<file path="src/rtl/axonerve_kvs_requester.sv">
// Host-side command initiator for the Axonerve KVS kernel: issues requests as one-cycle
// command pulses, tags them with their opcode and returns in-order buffered responses.
module axonerve_kvs_requester #(
  parameter int MAX_OUT = 8,
  parameter int TAG_W   = 3
) (
  input  logic             I_CLK,
  input  logic             I_RST,
  input  logic             I_REQ_VALID,
  output logic             O_REQ_READY,
  input  logic [TAG_W-1:0] I_REQ_OP,
  input  logic [127:0]     I_REQ_KEY,
  input  logic [127:0]     I_REQ_MSK,
  input  logic [6:0]       I_REQ_PRI,
  input  logic [31:0]      I_REQ_VALUE,
  input  logic             I_FLUSH,
  output logic             O_FLUSH_DONE,
  output logic             O_CMD_VALID,
  output logic             O_CMD_ERASE,
  output logic             O_CMD_WRITE,
  output logic             O_CMD_READ,
  output logic             O_CMD_SEARCH,
  output logic             O_CMD_UPDATE,
  output logic [127:0]     O_KEY_DAT,
  output logic [127:0]     O_EKEY_MSK,
  output logic [6:0]       O_KEY_PRI,
  output logic [31:0]      O_KEY_VALUE,
  input  logic             I_K_READY,
  input  logic             I_K_WAIT,
  input  logic             I_K_CMD_FULL,
  input  logic             I_K_ACK,
  input  logic             I_K_SHIT,
  input  logic             I_K_MHIT,
  input  logic             I_K_ENT_ERR,
  input  logic [31:0]      I_K_VALUE,
  input  logic [15:0]      I_K_ENT_ADDR,
  output logic             O_RSP_VALID,
  input  logic             I_RSP_READY,
  output logic [TAG_W-1:0] O_RSP_OP,
  output logic             O_RSP_HIT,
  output logic             O_RSP_MHIT,
  output logic             O_RSP_ERR,
  output logic [31:0]      O_RSP_VALUE,
  output logic [15:0]      O_RSP_ADDR,
  output logic [6:0]       O_INFLIGHT,
  output logic             O_PROTO_ERR
);
  localparam int AW = $clog2(MAX_OUT);
  localparam int RW = TAG_W + 3 + 32 + 16;
  localparam logic [6:0]  MAX_INF = MAX_OUT[6:0];
  localparam logic [AW:0] DEPTH   = MAX_OUT[AW:0];

  localparam logic [TAG_W-1:0] OP_SEARCH = 0;
  localparam logic [TAG_W-1:0] OP_WRITE  = 1;
  localparam logic [TAG_W-1:0] OP_ERASE  = 2;
  localparam logic [TAG_W-1:0] OP_UPDATE = 3;
  localparam logic [TAG_W-1:0] OP_READ   = 4;

  typedef enum logic [1:0] {WAIT_RDY, RUN, DRAIN} state_t;
  state_t state;

  logic [6:0]       inflight, inflight_nxt;
  logic             accept, rsp_pop, tag_pop, rsp_push, legal_op;
  logic [TAG_W-1:0] tag_mem [MAX_OUT];
  logic [RW-1:0]    rsp_mem [MAX_OUT];
  logic [AW-1:0]    tag_wp, tag_rp, rsp_wp, rsp_rp;
  logic [AW:0]      tag_cnt, rsp_cnt;
  logic [RW-1:0]    rsp_head;

  assign O_REQ_READY = (state == RUN) && I_K_READY && !I_K_WAIT && !I_K_CMD_FULL &&
                       (inflight < MAX_INF) && !I_FLUSH;
  assign accept   = I_REQ_VALID && O_REQ_READY;
  assign legal_op = (I_REQ_OP <= OP_READ);
  assign rsp_pop  = O_RSP_VALID && I_RSP_READY;
  assign tag_pop  = I_K_ACK && (tag_cnt != '0);
  // inflight bounds the response FIFO occupancy, so the full guard is only a safety net
  assign rsp_push = tag_pop && ((rsp_cnt != DEPTH) || rsp_pop);

  assign O_INFLIGHT  = inflight;
  assign O_RSP_VALID = (rsp_cnt != '0);
  assign rsp_head    = O_RSP_VALID ? rsp_mem[rsp_rp] : '0;
  assign {O_RSP_OP, O_RSP_HIT, O_RSP_MHIT, O_RSP_ERR, O_RSP_VALUE, O_RSP_ADDR} = rsp_head;

  always_comb begin
    inflight_nxt = inflight;
    if (accept && !rsp_pop)      inflight_nxt = inflight + 7'd1;
    else if (!accept && rsp_pop) inflight_nxt = inflight - 7'd1;
  end

  always_ff @(posedge I_CLK) begin
    if (accept)   tag_mem[tag_wp] <= I_REQ_OP;
    if (rsp_push) rsp_mem[rsp_wp] <= {tag_mem[tag_rp], I_K_SHIT, I_K_MHIT, I_K_ENT_ERR,
                                      I_K_VALUE, I_K_ENT_ADDR};
  end

  always_ff @(posedge I_CLK) begin
    if (I_RST) begin
      state        <= WAIT_RDY;
      inflight     <= '0;
      tag_wp       <= '0;
      tag_rp       <= '0;
      tag_cnt      <= '0;
      rsp_wp       <= '0;
      rsp_rp       <= '0;
      rsp_cnt      <= '0;
      O_FLUSH_DONE <= 1'b0;
      O_PROTO_ERR  <= 1'b0;
      O_CMD_VALID  <= 1'b0;
      O_CMD_ERASE  <= 1'b0;
      O_CMD_WRITE  <= 1'b0;
      O_CMD_READ   <= 1'b0;
      O_CMD_SEARCH <= 1'b0;
      O_CMD_UPDATE <= 1'b0;
      O_KEY_DAT    <= '0;
      O_EKEY_MSK   <= '0;
      O_KEY_PRI    <= '0;
      O_KEY_VALUE  <= '0;
    end else begin
      O_FLUSH_DONE <= 1'b0;
      if (!I_K_READY) begin
        state <= WAIT_RDY;
      end else begin
        case (state)
          WAIT_RDY: state <= RUN;
          RUN:      if (I_FLUSH) state <= DRAIN;
          DRAIN: begin
            if (inflight_nxt == '0) begin
              state        <= RUN;
              O_FLUSH_DONE <= 1'b1;
            end
          end
          default:  state <= WAIT_RDY;
        endcase
      end

      inflight <= inflight_nxt;

      // Illegal opcodes go out as a harmless all-zero SEARCH but keep their own tag
      O_CMD_VALID  <= accept;
      O_CMD_SEARCH <= accept && ((I_REQ_OP == OP_SEARCH) || !legal_op);
      O_CMD_WRITE  <= accept && (I_REQ_OP == OP_WRITE);
      O_CMD_ERASE  <= accept && (I_REQ_OP == OP_ERASE);
      O_CMD_UPDATE <= accept && (I_REQ_OP == OP_UPDATE);
      O_CMD_READ   <= accept && (I_REQ_OP == OP_READ);
      if (accept) begin
        O_KEY_DAT   <= legal_op ? I_REQ_KEY : '0;
        O_EKEY_MSK  <= legal_op ? I_REQ_MSK : '0;
        O_KEY_PRI   <= I_REQ_PRI;
        O_KEY_VALUE <= I_REQ_VALUE;
        tag_wp      <= tag_wp + AW'(1);
      end
      if (tag_pop)  tag_rp <= tag_rp + AW'(1);
      tag_cnt <= tag_cnt + {{AW{1'b0}}, accept} - {{AW{1'b0}}, tag_pop};

      if (rsp_push) rsp_wp <= rsp_wp + AW'(1);
      if (rsp_pop)  rsp_rp <= rsp_rp + AW'(1);
      rsp_cnt <= rsp_cnt + {{AW{1'b0}}, rsp_push} - {{AW{1'b0}}, rsp_pop};

      if ((I_K_ACK && (tag_cnt == '0)) || (tag_pop && !rsp_push)) O_PROTO_ERR <= 1'b1;
    end
  end
endmodule

</file>
<file path="config.mk">
export PLATFORM = sky130hd
export DESIGN_NAME = axonerve_kvs_requester
export DESIGN_NICKNAME = d
export VERILOG_FILES = /design/src/rtl/axonerve_kvs_requester.sv
export SDC_FILE = /design/constraint.sdc
export NUM_CORES = 1
export LEC_CHECK = 0
export ABC_AREA = 1
export CORE_AREA = 2 2 278 280
export DETAILED_ROUTE_END_ITERATION = 6
export DIE_AREA = 0 0 280 282
export PLACE_DENSITY = 0.64
export SYNTH_ARGS = -nofsm -noshare
export SYNTH_HDL_FRONTEND = slang
export SYNTH_SLANG_ARGS = --single-unit
</file>
<file path="constraint.sdc">
create_clock -name I_CLK -period 4.4 [get_ports I_CLK]
set_input_delay 0.66 -clock I_CLK [delete_from_list [all_inputs] [get_ports I_CLK]]
set_output_delay 0.66 -clock I_CLK [all_outputs]
set_load 0.02 [all_outputs]
</file>
==> results.yml <==
status:
  status: "completed"
power:
  peakVddDrop_mv: 0.2996
  leakagePower_nw: 15.39
  power_per_cell_area_nw_per_um2: 506.4
die:
  dieHeight_um: 282
  starting_density_of_the_core: 0.3981
  pin_count: 724
  core-area_um2: 75700
  rows: 101
  die-area_um2: 78960
  floorplan.die.width_um: 280
global_routing:
  grt_pass1_vias: 22730
  grt_first_pass_wirelength_um: 158600
  initial_antenna_violation_count: 22
  track_usage: 0.2759
  gr-total-overflow: 0
  grt_start_max_net_pins: 208
drt:
  post-route-drc-count: 0
  wl_per_cell_um: 24.47
  maxUsedRoutingLayer: "met5"
  detailroute.wirelength.met2_um: 52740
  vias_cell: 5.267
  wl_met3_um: 9736
  met1_length_um: 44580
  initialDrtViolationCount: 2036
  sum_of_routed_wire_length_over_all_layers_um: 112500
  drt_pass1_iterations: 5
  vias: 24220
  route.antenna.remaining_nets: 0
finish:
  number_of_fill_cells_in_the_layout: 6604
  multiInputGateArea_um2: 8615
  drive_above_1_share: 0.06288
  nets: 3922
  layout.cells.non_filler: 4598
  syn_to_final_growth_pct: 37.09
  seqCellArea_um2: 20470
  layout.cells.most_common: "sky130_fd_sc_hd__clkdlybuf4s50_1"
  final_core_util: 0.5457
  final_cell_mix: "sky130_fd_sc_hd__clkdlybuf4s50_1, sky130_fd_sc_hd__nand3_1, sky130_fd_sc_hd__nor2_1"
sta:
  finalSetupTns_ns: 0
  worst-slew-pin-transition_ns: 1.036
  worst_slew_margin_rel: 0.3092
  timing.final.crit_share: 0.8848
  worst_slack_ns: 0.5067
  setup_violations: 0
  final.min_clock_period_ns: 3.893
  fin_skew_ns: 0.01934
  timing.fmax_mhz: 256.9
  rsz0062_at_grt: "no"
  timing_max_transition_violations_final: 0
  hold_viol_final: 0
logic_synthesis:
  synth_fa_ha_area_frac: 0.009218
  yosys_most_used_dff: "sky130_fd_sc_hd__edfxtp_1"
  syn_nets: 3271
  synth_edf_count: 456
  postSynthRegisterBits: 794
  synthesis.area_um2: 30130
  synthDistinctLibCells: 32
  synth_xor_xnor_area_share: 0.002616
  synthSimpleGateAreaFrac: 0.1895
  synth_async_sr_flop_share: 0
  multiplexer_area_fraction_after_synthesis: 0
  synth-compound-area-share: 0.08238
  ys.warnings.count: 0
  synthesis.instances: 2892
  main_combinational_cell_family_by_area_after_synthesis: "simple AND/OR/NAND/NOR gates"
  ys_seq_area_frac: 0.6790
  synthesis.area_per_instance_um2: 10.42
cts:
  tritoncts.num_buffers: 86
  root_buffer: "sky130_fd_sc_hd__clkbuf_16"
  clk_pin_slew_worst_paths_ns: 0.06
  cts.repair_timing.setup_buffer_count: 0
  cts_buffer_depth: 3
  post_cts_hold_buffer_count: 0
  clkSinkCount: 794
  htreeDepth: 3
  worstSkewPairLatency_ns: 0.63
  cts_tree: "done"
  post_cts_resize_count: 0
critical_path:
  path_max_fanout: 98
  path_class: "register to output port"
  start_kind: "register"
  cp_data_arrival_time_ns: 3.23
  cp_data_required_time_ns: 3.74
  critPathCaptureType: "output port"
placement:
  gp_congestion: 0.9796
  preCtsSetupSlack_ns: 1.097
  dpl.hpwl_um: 80480
  io_buffers: 723
  place_inst: 4433
run:
  max-cap-violations: 0
min_path:
  hold_class: "register to register"
worst max-delay path: stages, from the launching register on:
cell and delay [ns]:
sky130_fd_sc_hd__dfxtp_4 0.38, sky130_fd_sc_hd__buf_4 0.75, sky130_fd_sc_hd__o21ai_0 0.20, sky130_fd_sc_hd__o22ai_1 0.21, sky130_fd_sc_hd__o21ai_1 0.08, sky130_fd_sc_hd__a31oi_1 0.27, sky130_fd_sc_hd__clkdlybuf4s50_1 0.66
logic make-up (layout without fill, tap and decap cells):
logic type	count (synthesis)	after routing
adders and majority gates	21	21
and+or+nand+nor	1322	1322
DFF	794	794
AOI/OAI and AO/OA	466	466
other	0	10
buffers and inverters	280	998
xor gates and xnor gates	9	9
worst paths after layout:
check                                     from              to  slack, ns  cells after the start
worst max-delay path                  register  O_RSP_VALUE[3]       0.51                      6
worst min-delay path            O_EKEY_MSK[38]  O_EKEY_MSK[38]       0.47                      2
worst max register to register      rsp_cnt[2]  rsp_mem[7][28]       1.41                     10
worst min register to register  O_EKEY_MSK[38]  O_EKEY_MSK[38]       0.47                      2
sequential cells by signal, summed over array words and instances, names as in the netlist, 2 cells and up, named ones only:
signal,flops
tag_wp,3
tag_rp,3
tag_cnt,4
state,2
rsp_mem,432
O_KEY_VALUE,32
O_EKEY_MSK,128
O_INFLIGHT,7
O_KEY_DAT,128
rsp_cnt,4
tag_mem,24
O_KEY_PRI,7
rsp_rp,3
rsp_wp,3
synthesized netlist by cell type, drive strengths merged, types with 3 or more instances:
| master | number | area [µm²] |
|---|---|---|
| dfxtp | 338 | 6766 |
| xnor2 | 3 | 26.28 |
| clkbuf | 129 | 484.2 |
| o21ai | 334 | 1672 |
| buf | 91 | 415.4 |
| inv | 58 | 217.7 |
| ha | 19 | 237.7 |
| a31oi | 57 | 356.6 |
| a21oi | 15 | 75.07 |
| nor3 | 10 | 50.05 |
| edfxtp | 456 | 13690 |
| o22ai | 57 | 356.6 |
| nand3 | 528 | 2655 |
| nand4 | 3 | 18.77 |
| nor2 | 473 | 1808 |
| nand2 | 302 | 1139 |
| xor2 | 6 | 52.55 |
area by class of cell:
type	instances	share of cell area
Antenna cell	10	0.0006057
Clock buffer	113	0.05955
Clock inverter	42	0.009329
Inverter	60	0.005997
Multi-Input combinational cell	1818	0.2085
Sequential cell	794	0.4954
Tap cell	978	0.02962
Timing Repair Buffer	783	0.1909
report_power, final:
group          leakage [nW]  internal, mW  switching (mW)  total, mW
registers              6.85          8.37           0.204       8.57
clock network          1.40          4.28            2.96       7.25
logic                  7.13          1.96            3.14       5.10
through the flow:
step	cell area, µm²	hold WS (ns)	total power [mW]
after floorplan	30130	0.4334	11.54
after global placement	38440	0.4467	13.80
after detailed placement	38440	0.4610	13.85
after CTS	41290	0.4652	21.09
after global routing	41300	0.4791	21.83
final	41310	0.4675	20.92
layer usage:
| layer | global-route usage | vias up |
|---|---|---|
| li1 | - | 11470 |
| met3 | 0.08974 | 217 |
| met1 | 0.3409 | 11610 |
| met2 | 0.4388 | 891 |
| met4 | 0.1270 | 28 |
| met5 | 0.01282 | - |
Note: power is estimated with default switching activity, not from simulation.
